===== src/rtl/key_scheduler_reverse_sequential.sv =====
// Reverse AES-256 key scheduler: streams RK14..RK0 from {RK13, RK14}, then the cipher key.
// Optional macro KEY_SCHED_REV_INV_MIXCOL_EN emits RK13..RK1 as equivalent inverse cipher keys.
module key_scheduler_reverse_sequential #(
  parameter int unsigned NB_BYTE       = 8,
  parameter int unsigned N_BYTES_STATE = 16,
  parameter int unsigned N_BYTES_KEY   = 32,
  parameter int unsigned N_ROUNDS      = 14
) (
  input  logic                              i_clock,
  input  logic                              i_reset,
  input  logic                              i_valid,
  input  logic                              i_trigger,
  input  logic [NB_BYTE*N_BYTES_KEY-1:0]    i_last_key,
  output logic [NB_BYTE*N_BYTES_STATE-1:0]  o_round_key,
  output logic [3:0]                        o_round_index,
  output logic                              o_round_key_valid,
  output logic [NB_BYTE*N_BYTES_KEY-1:0]    o_cipher_key,
  output logic                              o_key_ready,
  output logic                              o_done,
  output logic                              o_busy
);

  localparam int unsigned WORD_W = 4 * NB_BYTE;
  localparam int unsigned KEY_W  = NB_BYTE * N_BYTES_KEY;
  localparam int unsigned RK_W   = NB_BYTE * N_BYTES_STATE;

  if (NB_BYTE != 8) begin : g_bad_conf
    $error("BAD_CONF: NB_BYTE must be 8");
  end

  localparam logic [2047:0] SBOX_TABLE = {
    128'h637c777bf26b6fc53001672bfed7ab76, 128'hca82c97dfa5947f0add4a2af9ca472c0,
    128'hb7fd9326363ff7cc34a5e5f171d83115, 128'h04c723c31896059a071280e2eb27b275,
    128'h09832c1a1b6e5aa0523bd6b329e32f84, 128'h53d100ed20fcb15b6acbbe394a4c58cf,
    128'hd0efaafb434d338545f9027f503c9fa8, 128'h51a3408f929d38f5bcb6da2110fff3d2,
    128'hcd0c13ec5f974417c4a77e3d645d1973, 128'h60814fdc222a908846eeb814de5e0bdb,
    128'he0323a0a4906245cc2d3ac629195e479, 128'he7c8376d8dd54ea96c56f4ea657aae08,
    128'hba78252e1ca6b4c6e8dd741f4bbd8b8a, 128'h703eb5664803f60e613557b986c11d9e,
    128'he1f8981169d98e949b1e87e9ce5528df, 128'h8ca1890dbfe6426841992d0fb054bb16
  };

  typedef enum logic [2:0] {
    ST_IDLE,
    ST_EMIT14,
    ST_EMIT13,
    ST_EXPAND,
    ST_FINISH
  } state_t;

  function automatic logic [7:0] sbox(input logic [7:0] b);
    return SBOX_TABLE[{~b, 3'b000} +: 8];
  endfunction

  function automatic logic [31:0] sub_word(input logic [31:0] w);
    return {sbox(w[31:24]), sbox(w[23:16]), sbox(w[15:8]), sbox(w[7:0])};
  endfunction

  function automatic logic [7:0] rcon_lut(input logic [2:0] sel);
    case (sel)
      3'd0:    return 8'h01;
      3'd1:    return 8'h02;
      3'd2:    return 8'h04;
      3'd3:    return 8'h08;
      3'd4:    return 8'h10;
      3'd5:    return 8'h20;
      3'd6:    return 8'h40;
      default: return 8'h00;
    endcase
  endfunction

`ifdef KEY_SCHED_REV_INV_MIXCOL_EN
  function automatic logic [7:0] xtime(input logic [7:0] b);
    return {b[6:0], 1'b0} ^ (b[7] ? 8'h1b : 8'h00);
  endfunction

  function automatic logic [31:0] inv_mix_col(input logic [31:0] c);
    logic [7:0] a [4];
    logic [7:0] m9 [4];
    logic [7:0] mb [4];
    logic [7:0] md [4];
    logic [7:0] me [4];
    logic [7:0] x2, x4, x8;
    for (int i = 0; i < 4; i++) begin
      a[i]  = c[31-8*i -: 8];
      x2    = xtime(a[i]);
      x4    = xtime(x2);
      x8    = xtime(x4);
      m9[i] = x8 ^ a[i];
      mb[i] = x8 ^ x2 ^ a[i];
      md[i] = x8 ^ x4 ^ a[i];
      me[i] = x8 ^ x4 ^ x2;
    end
    return {me[0] ^ mb[1] ^ md[2] ^ m9[3],
            m9[0] ^ me[1] ^ mb[2] ^ md[3],
            md[0] ^ m9[1] ^ me[2] ^ mb[3],
            mb[0] ^ md[1] ^ m9[2] ^ me[3]};
  endfunction

  function automatic logic [RK_W-1:0] key_xform(input logic [RK_W-1:0] k);
    return {inv_mix_col(k[127:96]), inv_mix_col(k[95:64]),
            inv_mix_col(k[63:32]), inv_mix_col(k[31:0])};
  endfunction
`else
  function automatic logic [RK_W-1:0] key_xform(input logic [RK_W-1:0] k);
    return k;
  endfunction
`endif

  state_t              state, state_d;
  logic [KEY_W-1:0]    window, window_d;
  logic [3:0]          cnt, cnt_d;
  logic [RK_W-1:0]     round_key_d;
  logic [3:0]          round_index_d;
  logic                round_key_valid_d;
  logic [KEY_W-1:0]    cipher_key_d;
  logic                key_ready_d, done_d, busy_d;

  // Window words w[j+3..j+7] feed the four backward recurrences.
  logic [WORD_W-1:0] w3, w4, w5, w6, w7;
  assign w3 = window[5*WORD_W-1 -: WORD_W];
  assign w4 = window[4*WORD_W-1 -: WORD_W];
  assign w5 = window[3*WORD_W-1 -: WORD_W];
  assign w6 = window[2*WORD_W-1 -: WORD_W];
  assign w7 = window[WORD_W-1:0];

  // Only the lowest new word sees a T transform; cnt parity picks RotSub+Rcon (even) or Sub (odd).
  logic [WORD_W-1:0] sub_rot, sub_plain, t_word;
  logic [RK_W-1:0]   new_words;
  always_comb begin
    sub_rot   = sub_word({w3[23:0], w3[31:24]});
    sub_plain = sub_word(w3);
    t_word    = cnt[0] ? sub_plain : (sub_rot ^ {rcon_lut(cnt[3:1]), 24'h000000});
    new_words = {w4 ^ t_word, w5 ^ w4, w6 ^ w5, w7 ^ w6};
  end

  always_comb begin
    state_d           = state;
    window_d          = window;
    cnt_d             = cnt;
    round_key_d       = o_round_key;
    round_index_d     = o_round_index;
    round_key_valid_d = 1'b0;
    cipher_key_d      = o_cipher_key;
    key_ready_d       = o_key_ready;
    done_d            = 1'b0;
    busy_d            = o_busy;
    if (i_valid) begin
      if (i_trigger) begin
        state_d     = ST_EMIT14;
        window_d    = i_last_key;
        busy_d      = 1'b1;
        key_ready_d = 1'b0;
      end else begin
        case (state)
          ST_IDLE: ;
          ST_EMIT14: begin
            round_key_d       = window[RK_W-1:0];
            round_index_d     = 4'(N_ROUNDS);
            round_key_valid_d = 1'b1;
            state_d           = ST_EMIT13;
          end
          ST_EMIT13: begin
            round_key_d       = key_xform(window[KEY_W-1:RK_W]);
            round_index_d     = 4'(N_ROUNDS - 1);
            round_key_valid_d = 1'b1;
            cnt_d             = 4'(N_ROUNDS - 2);
            state_d           = ST_EXPAND;
          end
          ST_EXPAND: begin
            round_key_d       = (cnt == 4'd0) ? new_words : key_xform(new_words);
            round_index_d     = cnt;
            round_key_valid_d = 1'b1;
            window_d          = {new_words, window[KEY_W-1:RK_W]};
            if (cnt == 4'd0) state_d = ST_FINISH;
            else             cnt_d   = cnt - 4'd1;
          end
          ST_FINISH: begin
            cipher_key_d = window;
            done_d       = 1'b1;
            key_ready_d  = 1'b1;
            busy_d       = 1'b0;
            state_d      = ST_IDLE;
          end
          default: state_d = ST_IDLE;
        endcase
      end
    end
  end

  always_ff @(posedge i_clock) begin
    if (i_reset) begin
      state             <= ST_IDLE;
      window            <= '0;
      cnt               <= '0;
      o_round_key       <= '0;
      o_round_index     <= '0;
      o_round_key_valid <= 1'b0;
      o_cipher_key      <= '0;
      o_key_ready       <= 1'b0;
      o_done            <= 1'b0;
      o_busy            <= 1'b0;
    end else begin
      state             <= state_d;
      window            <= window_d;
      cnt               <= cnt_d;
      o_round_key       <= round_key_d;
      o_round_index     <= round_index_d;
      o_round_key_valid <= round_key_valid_d;
      o_cipher_key      <= cipher_key_d;
      o_key_ready       <= key_ready_d;
      o_done            <= done_d;
      o_busy            <= busy_d;
    end
  end

endmodule


===== config.mk =====
export PLATFORM = sky130hd
export DESIGN_NAME = key_scheduler_reverse_sequential
export DESIGN_NICKNAME = d
export VERILOG_FILES = /design/src/rtl/key_scheduler_reverse_sequential.sv
export SDC_FILE = /design/constraint.sdc
export NUM_CORES = 2
export LEC_CHECK = 0
export BUFFER_PORTS_ARGS = -buffer_cell sky130_fd_sc_hd__buf_4
export CAP_MARGIN = 20
export CELL_PAD_IN_SITES_DETAIL_PLACEMENT = 2
export CELL_PAD_IN_SITES_GLOBAL_PLACEMENT = 2
export CORE_ASPECT_RATIO = 1.1
export CORE_MARGIN = 3
export CORE_UTILIZATION = 33
export DETAILED_ROUTE_END_ITERATION = 10
export GPL_ROUTABILITY_DRIVEN = 1
export PLACE_DENSITY = 0.82
export SLEW_MARGIN = 20
export SYNTH_ARGS = -nofsm -noshare
export SYNTH_HDL_FRONTEND = slang
export SYNTH_SLANG_ARGS = --single-unit

===== constraint.sdc =====
create_clock -name i_clock -period 4.3 [get_ports i_clock]
set_input_delay 0.215 -clock i_clock [delete_from_list [all_inputs] [get_ports i_clock]]
set_output_delay 0.215 -clock i_clock [all_outputs]
set_load 0.01 [all_outputs]

==> results.json <==
{
  "drive_gt1_share_pct": 17.91,
  "ctsHtreeMaxLevel": 3,
  "maxCapViolations": 0,
  "die_w_um": 354.6,
  "gr-total-overflow": 0,
  "postRouteAntennaNets": 0,
  "setup_tns_ps": 0,
  "start_util_pct": 33.26,
  "portBuffers": 651,
  "ys_async_sr_fraction_pct": 0,
  "start_kind": "flip-flop",
  "root_buffer": "clkbuf_16",
  "drt_pass1_iterations": 7,
  "p_leak_uw": 0.02084,
  "post-dp-hpwl_mm": 202.9,
  "fmaxAchievable_mhz": 236.2,
  "synth_most_common_cell": "nand2_1",
  "power_uw": 18480,
  "worstPathMaxFanout": 69,
  "vias_per_cell": 6.744,
  "ios": 652,
  "synthFlopType": "dfxtp_1",
  "multi_input_area_mm2": 0.02780,
  "yosysSeqAreaShare_pct": 29.73,
  "post_cts_buffers": 0,
  "clock_latency_ps": 760,
  "grt_usage_pct": 46.01,
  "vias": 57671,
  "end_kind": "flip-flop",
  "relSlewSlack_pct": 20.47,
  "critPathRequiredTime_ps": 5010,
  "vdd_ir_drop_max_v": 0.0003275,
  "grt_max_degree": 154,
  "hold_class": "input port to flip-flop",
  "period_share_pct": 98.48,
  "ys_ff_latch": 655,
  "period_minus_slack_ps": 4235,
  "cellPowerDensity_mw_per_mm2": 328.9,
  "outcome": "finished, final reports clean",
  "nFillCells": 14926,
  "clock_sinks": 655,
  "synth_top_area_share_pct": 29.73,
  "routed_wl_mm": 332.2,
  "fin_nets": 7007,
  "finalSetupViolCount": 0,
  "critPathArrivalTime_ps": 4950,
  "yosysWarnings": 0,
  "cts_buffers": 79,
  "crit_type": "flip-flop to flip-flop",
  "grt_pass1_wl_mm": 468.1,
  "avgSynthCellArea_um2": 7.196,
  "synth.distinct_cells": 96,
  "cts_max_path_buffers": 3,
  "report.final.hold_viol_count": 0,
  "std_cell_rows": 140,
  "cts_tree": "yes",
  "drcViolationCount": 0,
  "rsz0062_at_grt": "false",
  "synth_cells": 6128,
  "syn-num-nets": 6449,
  "synth_area_leaders": "dfxtp_1, nand2_1, a21oi_1",
  "finClkSkew_ps": 91.51,
  "synthTopCellsByCount": "nand2_1, a21oi_1, dfxtp_1",
  "syn_area_mm2": 0.04410,
  "syn_to_final_growth_pct": 27.41,
  "rrSetupSlack_ps": 70,
  "first_global_vias": 60768,
  "core_area_mm2": 0.1326,
  "initialDrtViolationCount": 7618,
  "dieHeight_um": 389.4,
  "tightest_slew_ps": 1193,
  "wl_per_cell_um": 38.85,
  "synth_top_area_cell": "dfxtp_1",
  "synth_edf_count": 0,
  "gp_congestion": 0.9834,
  "dieArea_mm2": 0.1381,
  "antenna_found_initial": 39,
  "path_clk_slew_ps": 70,
  "final-seq-area_mm2": 0.01316,
  "final_max_slew_viol_count": 0
}
cell families (layout without fill, tap and decap cells):
| family | after synthesis | in the layout | synth area share (%) |
|---|---|---|---|
| AND/OR/NAND/NOR | 2160 | 2160 | 21.21 |
| AO/OA/AOI/OAI | 2044 | 2044 | 29.96 |
| buffers and inverters | 808 | 1426 | 7.416 |
| flip-flops | 655 | 655 | 29.73 |
| multiplexers | 250 | 250 | 6.928 |
| XOR/XNOR | 146 | 146 | 2.931 |
| adder cells (fa/ha/maj) | 65 | 65 | 1.821 |
| other | 0 | 30 | 0 |
report_power, final:
group / internal (uW) / total, uW / switching, uW
clock: 3860 / 7310 / 3450
sequential: 6240 / 6850 / 612
combinational: 1550 / 4320 / 2770
layout by cell type (no fill, tap or decap), types with 37 or more instances in the layout:
cell and count:
buf_4 917, o31ai_1 37, o21a_1 70, o21ai_0 301
nor3_1 106, ha_1 57, a21oi_1 720, clkbuf_16 79
dlygate4sd3_1 248, a31oi_1 155, dfxtp_1 635, nand3_1 103
a211oi_1 188, nand2b_1 91, mux2i_1 195, o221ai_1 127
xnor2_1 135, mux4_2 42, o211ai_1 63, a311oi_1 55
nand2_1 1103, nor2_1 481, inv_1 77, nor2b_1 88
flip-flops by register name (all words and copies together), names as in the netlist:
register / count
cnt: 4
o_busy: 1
o_cipher_key: 256
o_done: 1
o_key_ready: 1
o_round_index: 4
o_round_key: 128
o_round_key_valid: 1
state: 3
window: 256
final timing paths:
path	start	end	depth (start not counted)
max	state[2]	window[211]	8
min	i_last_key[227]	window[227]	3
max reg2reg	state[2]	window[211]	8
min reg2reg	o_cipher_key[153]	o_cipher_key[153]	2
layer usage:
layer  vias to the layer above  track usage [%]  part of all wire, %
met3                      1627            12.91                  9.8
met1                     28915            52.53                   36
met2                      4097            71.78                   44
met4                        22            37.32                  9.7
met5                         -          0.03509                0.046
li1                      23010                -                    -
critical path: stages (launching register included):
cell and delay (ps):
dfxtp_1 490, nand2b_4 510, nor2_1 300, o21ai_4 200
buf_4 750, buf_4 990, nand2_1 120, a21oi_1 210
dlygate4sd3_1 570
area by class of cell:
class	count	share of cell area (%)
Multi-Input combinational cell	4665	49.48
Sequential cell	655	23.42
Timing Repair Buffer	1196	17.77
Clock buffer	124	4.158
Tap cell	1775	3.953
Inverter	89	0.5968
Clock inverter	17	0.4899
Antenna cell	30	0.1336
through the flow:
stage | instances | area (um2) | utilization [%] | setup slack (ps) | hold WS [ps]
final | 8551 | 56190 | 42.37 | 65.41 | 49.38
after global routing | 8531 | 56140 | 42.33 | 1.122 | 37.73
after CTS | 8520 | 56060 | 42.28 | 185.4 | 3.088
after detailed placement | 8131 | 50970 | 38.44 | 311.7 | 452.1
after global placement | 8131 | 50970 | 38.44 | 423.1 | 443.1
after floorplan | 6128 | 44100 | - | 492.6 | 369.4
what timing repair did:
action                                  4_1_cts  5_1_grt
hold endpoints to repair                    260        0
hold buffers                                248        0
gates resized for setup                       0        6
endpoints found under the setup margin        0        1
(Power assumes the default switching activity.)
